<file path="config.mk">
export PLATFORM = sky130hd
export DESIGN_NAME = load_store_unit
export DESIGN_NICKNAME = d
export VERILOG_FILES = /design/src/rtl/riscv_pkg.sv /design/src/rtl/lsu_align.sv /design/src/rtl/load_store_unit.sv
export SDC_FILE = /design/constraint.sdc
export NUM_CORES = 1
export LEC_CHECK = 0
export ABC_AREA = 1
export CAP_MARGIN = 20
export CORE_MARGIN = 4
export CORE_UTILIZATION = 45
export CTS_CLUSTER_SIZE = 28
export DETAILED_ROUTE_END_ITERATION = 8
export GPL_ROUTABILITY_DRIVEN = 0
export PLACE_DENSITY = 0.78
export SYNTH_ARGS = -nofsm -noshare
export SYNTH_HDL_FRONTEND = slang
export SYNTH_HIERARCHICAL = 1
export SYNTH_SLANG_ARGS = --single-unit
</file>
<file path="constraint.sdc">
create_clock -name clk -period 2 [get_ports clk]
set_input_delay 0.2 -clock clk [delete_from_list [all_inputs] [get_ports clk]]
set_output_delay 0.2 -clock clk [all_outputs]
set_load 0.005 [all_outputs]
</file>
<file path="src/rtl/riscv_pkg.sv">
// Shared types for the load/store unit: access sizes, FSM states and a
// misalignment helper used when LSU_MISALIGN_TRAP_EN is defined.
package riscv_pkg;

    typedef enum logic [1:0] {
        BYTE = 2'd0,
        HALF = 2'd1,
        WORD = 2'd2
    } mem_size_t;

    typedef enum logic [1:0] {
        IDLE = 2'd0,
        REQ  = 2'd1,
        WAIT = 2'd2,
        DONE = 2'd3
    } lsu_state_t;

    // True when the access does not sit on its natural boundary.
    function automatic logic is_misaligned(input logic [1:0] size, input logic [1:0] addr_lo);
        return ((size == HALF) && addr_lo[0]) || ((size == WORD) && (addr_lo != 2'b00));
    endfunction

endpackage

</file>
<file path="src/rtl/lsu_align.sv">
// Combinational lane steering: byte enables and store-data replication for
// the outgoing request, and shift/mask/extend for the returning load data.
module lsu_align
    import riscv_pkg::*;
(
    input  logic [1:0]  size,
    input  logic [1:0]  addr_lo,
    input  logic        is_unsigned,
    input  logic [31:0] wdata,
    input  logic [31:0] rdata_raw,
    output logic [3:0]  be,
    output logic [31:0] wdata_rep,
    output logic [31:0] rdata_ext
);

    logic [31:0] shifted;

    // Select lanes by size; misaligned HALF/WORD fall back to the aligned lanes.
    always_comb begin
        // NOTE: every output gets a default first so no path can infer a latch.
        be        = 4'b0000;
        wdata_rep = 32'h0;
        shifted   = rdata_raw;
        rdata_ext = 32'h0;
        case (size)
            BYTE: begin
                be        = 4'b0001 << addr_lo;
                wdata_rep = {4{wdata[7:0]}};
                shifted   = rdata_raw >> {addr_lo, 3'b000};
                rdata_ext = {{24{~is_unsigned & shifted[7]}}, shifted[7:0]};
            end
            HALF: begin
                be        = 4'b0011 << {addr_lo[1], 1'b0};
                wdata_rep = {2{wdata[15:0]}};
                shifted   = rdata_raw >> {addr_lo[1], 4'b0000};
                rdata_ext = {{16{~is_unsigned & shifted[15]}}, shifted[15:0]};
            end
            WORD: begin
                be        = 4'b1111;
                wdata_rep = wdata;
                rdata_ext = shifted;
            end
            default: ;
        endcase
    end

endmodule

</file>
<file path="src/rtl/load_store_unit.sv">
// Load/store unit: accepts one operation at a time from execute, issues a
// single data-memory request, waits (bounded by RESP_TIMEOUT) for load data
// and pulses done_o. Optional macro LSU_MISALIGN_TRAP_EN turns misaligned
// HALF/WORD accesses into an immediate error completion.
module load_store_unit
    import riscv_pkg::*;
#(
    parameter int RESP_TIMEOUT = 255
) (
    input  logic        clk,
    input  logic        reset,
    input  logic        lsu_valid_i,
    output logic        lsu_ready_o,
    input  logic        lsu_store_i,
    input  logic [1:0]  lsu_size_i,
    input  logic        lsu_unsigned_i,
    input  logic [31:0] addr_i,
    input  logic [31:0] wdata_i,
    output logic        dmem_req_o,
    input  logic        dmem_gnt_i,
    output logic        dmem_we_o,
    output logic [3:0]  dmem_be_o,
    output logic [31:0] dmem_addr_o,
    output logic [31:0] dmem_wdata_o,
    input  logic        dmem_rvalid_i,
    input  logic [31:0] dmem_rdata_i,
    output logic [31:0] rdata_o,
    output logic        done_o,
    output logic        err_o
);

    lsu_state_t  state, next_state;
    logic        op_store, op_unsigned, err_q;
    logic [1:0]  op_size;
    logic [31:0] op_addr, op_wdata, rdata_q;
    logic [15:0] cnt;
    logic        accept, bad_op, trap, timeout;
    logic [3:0]  be;
    logic [31:0] wdata_rep, rdata_ext;

`ifdef LSU_MISALIGN_TRAP_EN
    assign trap = is_misaligned(lsu_size_i, addr_i[1:0]);
`else
    assign trap = 1'b0;
`endif

    assign bad_op  = (lsu_size_i == 2'd3) || trap;
    assign timeout = (state == WAIT) && (cnt == 16'(RESP_TIMEOUT - 1));

    lsu_align u_align (
        .size        (op_size),
        .addr_lo     (op_addr[1:0]),
        .is_unsigned (op_unsigned),
        .wdata       (op_wdata),
        .rdata_raw   (dmem_rdata_i),
        .be          (be),
        .wdata_rep   (wdata_rep),
        .rdata_ext   (rdata_ext)
    );

    // State register.
    always_ff @(posedge clk) begin
        // NOTE: sequential state uses non-blocking assignments only.
        if (reset) state <= IDLE;
        else       state <= next_state;
    end

    // Next-state and FSM-derived handshake outputs.
    always_comb begin
        next_state  = state;
        accept      = 1'b0;
        lsu_ready_o = 1'b0;
        dmem_req_o  = 1'b0;
        done_o      = 1'b0;
        case (state)
            IDLE: begin
                lsu_ready_o = 1'b1;
                if (lsu_valid_i) begin
                    accept     = 1'b1;
                    next_state = bad_op ? DONE : REQ;
                end
            end
            REQ: begin
                dmem_req_o = 1'b1;
                if (dmem_gnt_i) next_state = op_store ? DONE : WAIT;
            end
            WAIT: if (dmem_rvalid_i || timeout) next_state = DONE;
            DONE: begin
                done_o     = 1'b1;
                next_state = IDLE;
            end
            default: next_state = IDLE;
        endcase
    end

    // Operation capture, response counter and load result.
    always_ff @(posedge clk) begin
        if (reset) begin
            op_store    <= 1'b0;
            op_unsigned <= 1'b0;
            op_size     <= 2'd0;
            op_addr     <= 32'h0;
            op_wdata    <= 32'h0;
            cnt         <= 16'h0;
            rdata_q     <= 32'h0;
            err_q       <= 1'b0;
        end else begin
            if (accept) begin
                op_store    <= lsu_store_i;
                op_unsigned <= lsu_unsigned_i;
                op_size     <= lsu_size_i;
                op_addr     <= addr_i;
                op_wdata    <= wdata_i;
                err_q       <= bad_op;
            end
            if (state == REQ && dmem_gnt_i) cnt <= 16'h0;
            if (state == WAIT) begin
                if (dmem_rvalid_i) begin
                    rdata_q <= rdata_ext;
                    err_q   <= 1'b0;
                end else if (timeout) begin
                    rdata_q <= 32'h0;
                    err_q   <= 1'b1;
                end else begin
                    cnt <= cnt + 16'h1;
                end
            end
        end
    end

    assign dmem_we_o    = dmem_req_o & op_store;
    assign dmem_be_o    = dmem_req_o ? be : 4'b0000;
    assign dmem_addr_o  = {op_addr[31:2], 2'b00};
    assign dmem_wdata_o = wdata_rep;
    assign rdata_o      = rdata_q;
    assign err_o        = done_o & err_q;

endmodule

</file>
# After elaboration in Yosys (flattened, before gate mapping)
# Index checks and enable logic that the tools add are counted.
# classes
add_sub_neg	1
n_eq_ne	10
shift	4
n_mux	25
bitwise_logic	5
n_reduce_logical	8
# ops
operator	n
$pmux 32 s3	2
$mux 16	4
$mux 32	2
$shr 32x5->16	1
$shr 32x5->8	1
$add 16x1->16 const B	1
$eq 16x8->1 const B	1
$pmux 4 s3	1
$mux 1	10
$eq 2x2->1 const B	4
$mux 2	4
$pmux 2 s4	1
$and 1x1->1	4
$eq 2x1->1 const B	2
$logic_not 2->1	2
$mux 4	1
$ne 2x2->1 const B	2
$shl 1x2->4 const A	1
$shl 2x2->4 const A	1
$reduce_and 3->1	1
$logic_and 1x1->1	2
$ne 2x1->1 const B	1
$reduce_and 2->1	1
$reduce_bool 2->1	1
2 further kinds	2
# word_totals
ff_bits	119
input_bits	105
wordCells	62

# Depth between registers and ports, before layout
# logic_depth
word_depth	6
depth_mapped	13

# By module
# Netlist, hierarchy kept.
# by_module_without_submodules
module	n_inst	cells_per_inst	area_per_inst_um2	seq_area_each_um2
load_store_unit	1	697	5112.4	2382.3
lsu_align	1	339	1506.4	0.0

# Worst setup path before layout
# OpenSTA, ideal clock, no wires.
# synth_path
path_kind	reg2reg
startpoint	reg state[0]
endpoint	reg cnt[5]
setup_time_ns	0.112
t_arrival_ns	1.538
path_slack_ns	0.350
path_stages_with_launch	12
n_path_buf	1
synth_period_minus_slack_ns	1.650
path_cell_list	dfxtp_1 inv_1 ha_1 buf_4 nand2_1 inv_2 nand2_2 nor2_4 a21boi_2 nand3_1 nor2_1 nor2_1
# synth_between
elab_chain_cells	6
word_cells_on_any_way	8
cone_classes	eq/ne (2); mux (4); reduce/logical (2)
# synth_lines
item	line	text
start: declaration	load_store_unit.sv:32	lsu_state_t state, next_state;
start signal: assignment	load_store_unit.sv:65	else state <= next_state;
$eq 2x1->1	load_store_unit.sv:116	if (state == REQ && dmem_gnt_i) cnt <= 16'h0;
$logic_and 1x1->1	load_store_unit.sv:116	
$mux 16	load_store_unit.sv:116	
$mux 16	load_store_unit.sv:121	end else if (timeout) begin
$mux 16	load_store_unit.sv:118	if (dmem_rvalid_i) begin
$mux 16 (*)	load_store_unit.sv:117	if (state == WAIT) begin
end signal: assignment	load_store_unit.sv:125	cnt <= cnt + 16'h1;
end: declaration	load_store_unit.sv:36	logic [15:0] cnt;
# Mark *: on every way between the ends. The rest lies on a longest branch, timed or not.
# A chain may end at the register's enable or synchronous reset.

# Worst setup path in the final report
# layout_path
startpoint	reg op_size[1]
endpoint	out dmem_wdata_o[4]
# layout_between
elab_chain_cells	2
word_cells_on_any_way	4
cone_classes	eq/ne (2); mux (1); reduce/logical (1)
# layout_lines
item	line	text
start: declaration	load_store_unit.sv:34	logic [1:0] op_size;
start signal: assignment	load_store_unit.sv:111	op_size <= lsu_size_i;
$eq 2x2->1, or another cell as far along	lsu_align.sv:25	case (size)
$pmux 32 s3 (*)	lsu_align.sv:25	
end: declaration	load_store_unit.sv:24	output logic [31:0] dmem_wdata_o,
# Marked as above.

==> metrics.cfg <==
[placement]
hpwl_um = 14800
io_buffers = 207

[layout]
final_cell_mix = nand2_1 (232), nor2_1 (178), clkdlybuf4s50_1 (175), dfxtp_1 (117), o21ai_0 (102)
utilization = 0.642
drive_gt1_frac = 0.0867
antenna_cells = 0
nNetsFinal = 1310
final_common_cell = nand2_1
area_growth_pct = 40.4

[power]
finalPower_mw = 10.2
pwr-share-comb = 0.390
pwr-share-seq = 0.303
ir_drop_uv = 700
clkPwrFrac = 0.307
p_int_mw = 6.60
p_switching_mw = 3.62
power.density_mw_per_mm2 = 1100
p_leak_nw = 4.08
p_sw_frac = 0.354

[run]
drv_cap = 0

[synthesis]
synth_cells = 1036
ys_types = 37
ys_seq_area_frac = 0.360
synth.avg_cell_area_um2 = 6.39
synthFlopType = dfxtp_1
async_flop_share = 0
synth-seq-cells = 119
synth_edf_count = 0
synth_warnings = 6
synthesis.area_mm2 = 0.00662

[route]
firstDrtPassIters = 5
ant_nets = 0
via_count = 7189
vias_per_cell = 5.15
drtIter0Drc = 689
drt-total-wl_um = 20500
post-route-drc-count = 0
wl_per_cell_um = 14.7

[worst_setup_path]
end_kind = output pin
r2r_setup_slack_ns = 0.16
crit_arrival_ns = 1.73
crit_type = flop to output pin
r2r_cells = 11
crit_required_ns = 1.80
path_max_fanout = 11
r2r-end = cnt[15]
start_kind = flop
r2r_start = state[0]

[clock_network]
cts_tree = done
insertion_delay_ns = 0.42
clockBufferDepth = 2
clkTransAtPathRegs_ns = 0.06
cts-root-buf = clkbuf_16
cts_made_buffers = 17
cts_hold_buf = 0
htreeDepth = 4
cts_sinks = 119

[grt]
antenna_found_initial = 0
grt_max_degree = 51
grt-ovfl-total = 0
first_global_vias = 6539
grt.total_usage = 0.245
grt_first_pass_wirelength_um = 32600

[die]
rows = 44
fp.dieArea_mm2 = 0.0167
die_h_um = 129
ios = 210
initial_core_util = 0.457
core-area_mm2 = 0.0145
die_w_um = 129

[hold_path]
whs_endpoint = op_addr[12]
hold_class = primary input to flop
whs_path_depth = 3
hold_path.startpoint = addr_i[12]

[timing]
timing.fmax_mhz = 518
period_share = 0.966
period_needed_ns = 1.93
slew_violations = 0
skew_ns = 0.00678
hold_violations = 0
setup_violations = 0

[run_status]
outcome = finished, final reports clean

-- final cells by class --
| cell class | count | area (um^2) |
|---|---|---|
| tap | 184 | 230 |
| inverter | 83 | 317 |
| fill | 1342 | 5190 |
| multi-input combinational | 738 | 3410 |
| clock buffer | 21 | 460 |
| timing repair buffer | 239 | 2340 |
| clock inverter | 11 | 146 |
| sequential | 119 | 2390 |
-- what timing repair did --
item | 4_1_cts | 5_1_grt
setup endpoints to repair | 38 | 18
pin swaps | 2 | 0
resized for setup | 46 | 9
setup buffers | 3 | 0
-- how the worst max path moves through the flow --
stage | from | end | cells after the start
2_1_floorplan | state[0] | cnt[5] | 11
3_3_place_gp | op_size[0] | dmem_be_o[0] | 7
3_5_place_dp | op_size[0] | dmem_be_o[0] | 7
4_1_cts | state[1] | dmem_we_o | 5
5_1_grt | op_size[1] | dmem_wdata_o[4] | 5
6_report | op_size[1] | dmem_wdata_o[4] | 5
-- metal layers --
layer  global-route usage  part of all wire
met5                    0                 0
met4               0.0741             0.016
met3               0.0936              0.12
met2                0.400              0.47
met1                0.300              0.40
-- sequential cells by signal, indices dropped and copies added, names as in the netlist --
signal / count
op_addr: 32
err_q: 1
op_unsigned: 1
op_wdata: 32
op_store: 1
op_size: 2
rdata_o: 32
state: 2
cnt: 16
-- stage by stage --
stage	instances	hold slack (ns)	instance area, um^2	worst slack, ns	TNS [ns]
after global routing	1395	0.402	9290	-0.00277	-0.00277
after detailed placement	1360	0.473	8620	0.0844	0
after global placement	1360	0.461	8620	0.136	0
after floorplan	1037	0.349	6620	0.350	0
after CTS	1395	0.388	9270	0.0242	0
final	1395	0.397	9290	0.0689	0
-- kinds of logic after synthesis --
| group | Yosys count | share of synthesized area |
|---|---|---|
| other cells | 1 | 0.000567 |
| simple gates | 542 | 0.343 |
| xor+xnor | 1 | 0.00132 |
| buf+inv | 180 | 0.134 |
| fa+ha+maj | 7 | 0.0132 |
| flops | 119 | 0.360 |
| compound gates | 186 | 0.148 |
-- Yosys cell counts, types with 2 or more instances --
master,number,area share
a21oi_1,60,0.045
a22oi_1,8,0.0091
buf_1,2,0.0011
buf_2,18,0.014
buf_4,35,0.040
buf_6,7,0.012
clkbuf_1,35,0.020
dfxtp_1,119,0.36
ha_1,7,0.013
inv_1,76,0.043
inv_2,5,0.0028
nand2_1,235,0.13
nand2_2,13,0.012
nand2_4,2,0.0034
nand3_1,99,0.075
nand4_1,5,0.0047
nor2_1,179,0.10
nor2_4,3,0.0051
nor3_1,2,0.0015
o211ai_1,3,0.0034
o21ai_0,105,0.079
o21ai_1,2,0.0015
o31ai_1,2,0.0023
-- critical path: stages (launching register included) --
cell and delay, ns:
dfxtp_1 0.32, buf_6 0.15, nand2_4 0.11, inv_2 0.09, nor2_1 0.12, clkdlybuf4s50_1 0.52
-- power groups by stage --
stage | registers, mW | logic [mW] | clock network (mW)
2_1_floorplan | 3.03 | 2.49 | 0
3_3_place_gp | 3.10 | 4.00 | 0
3_5_place_dp | 3.12 | 4.03 | 0
4_1_cts | 3.09 | 4.01 | 3.18
5_1_grt | 3.15 | 4.46 | 3.30
6_report | 3.10 | 3.99 | 3.14
(Power assumes the default switching activity.)
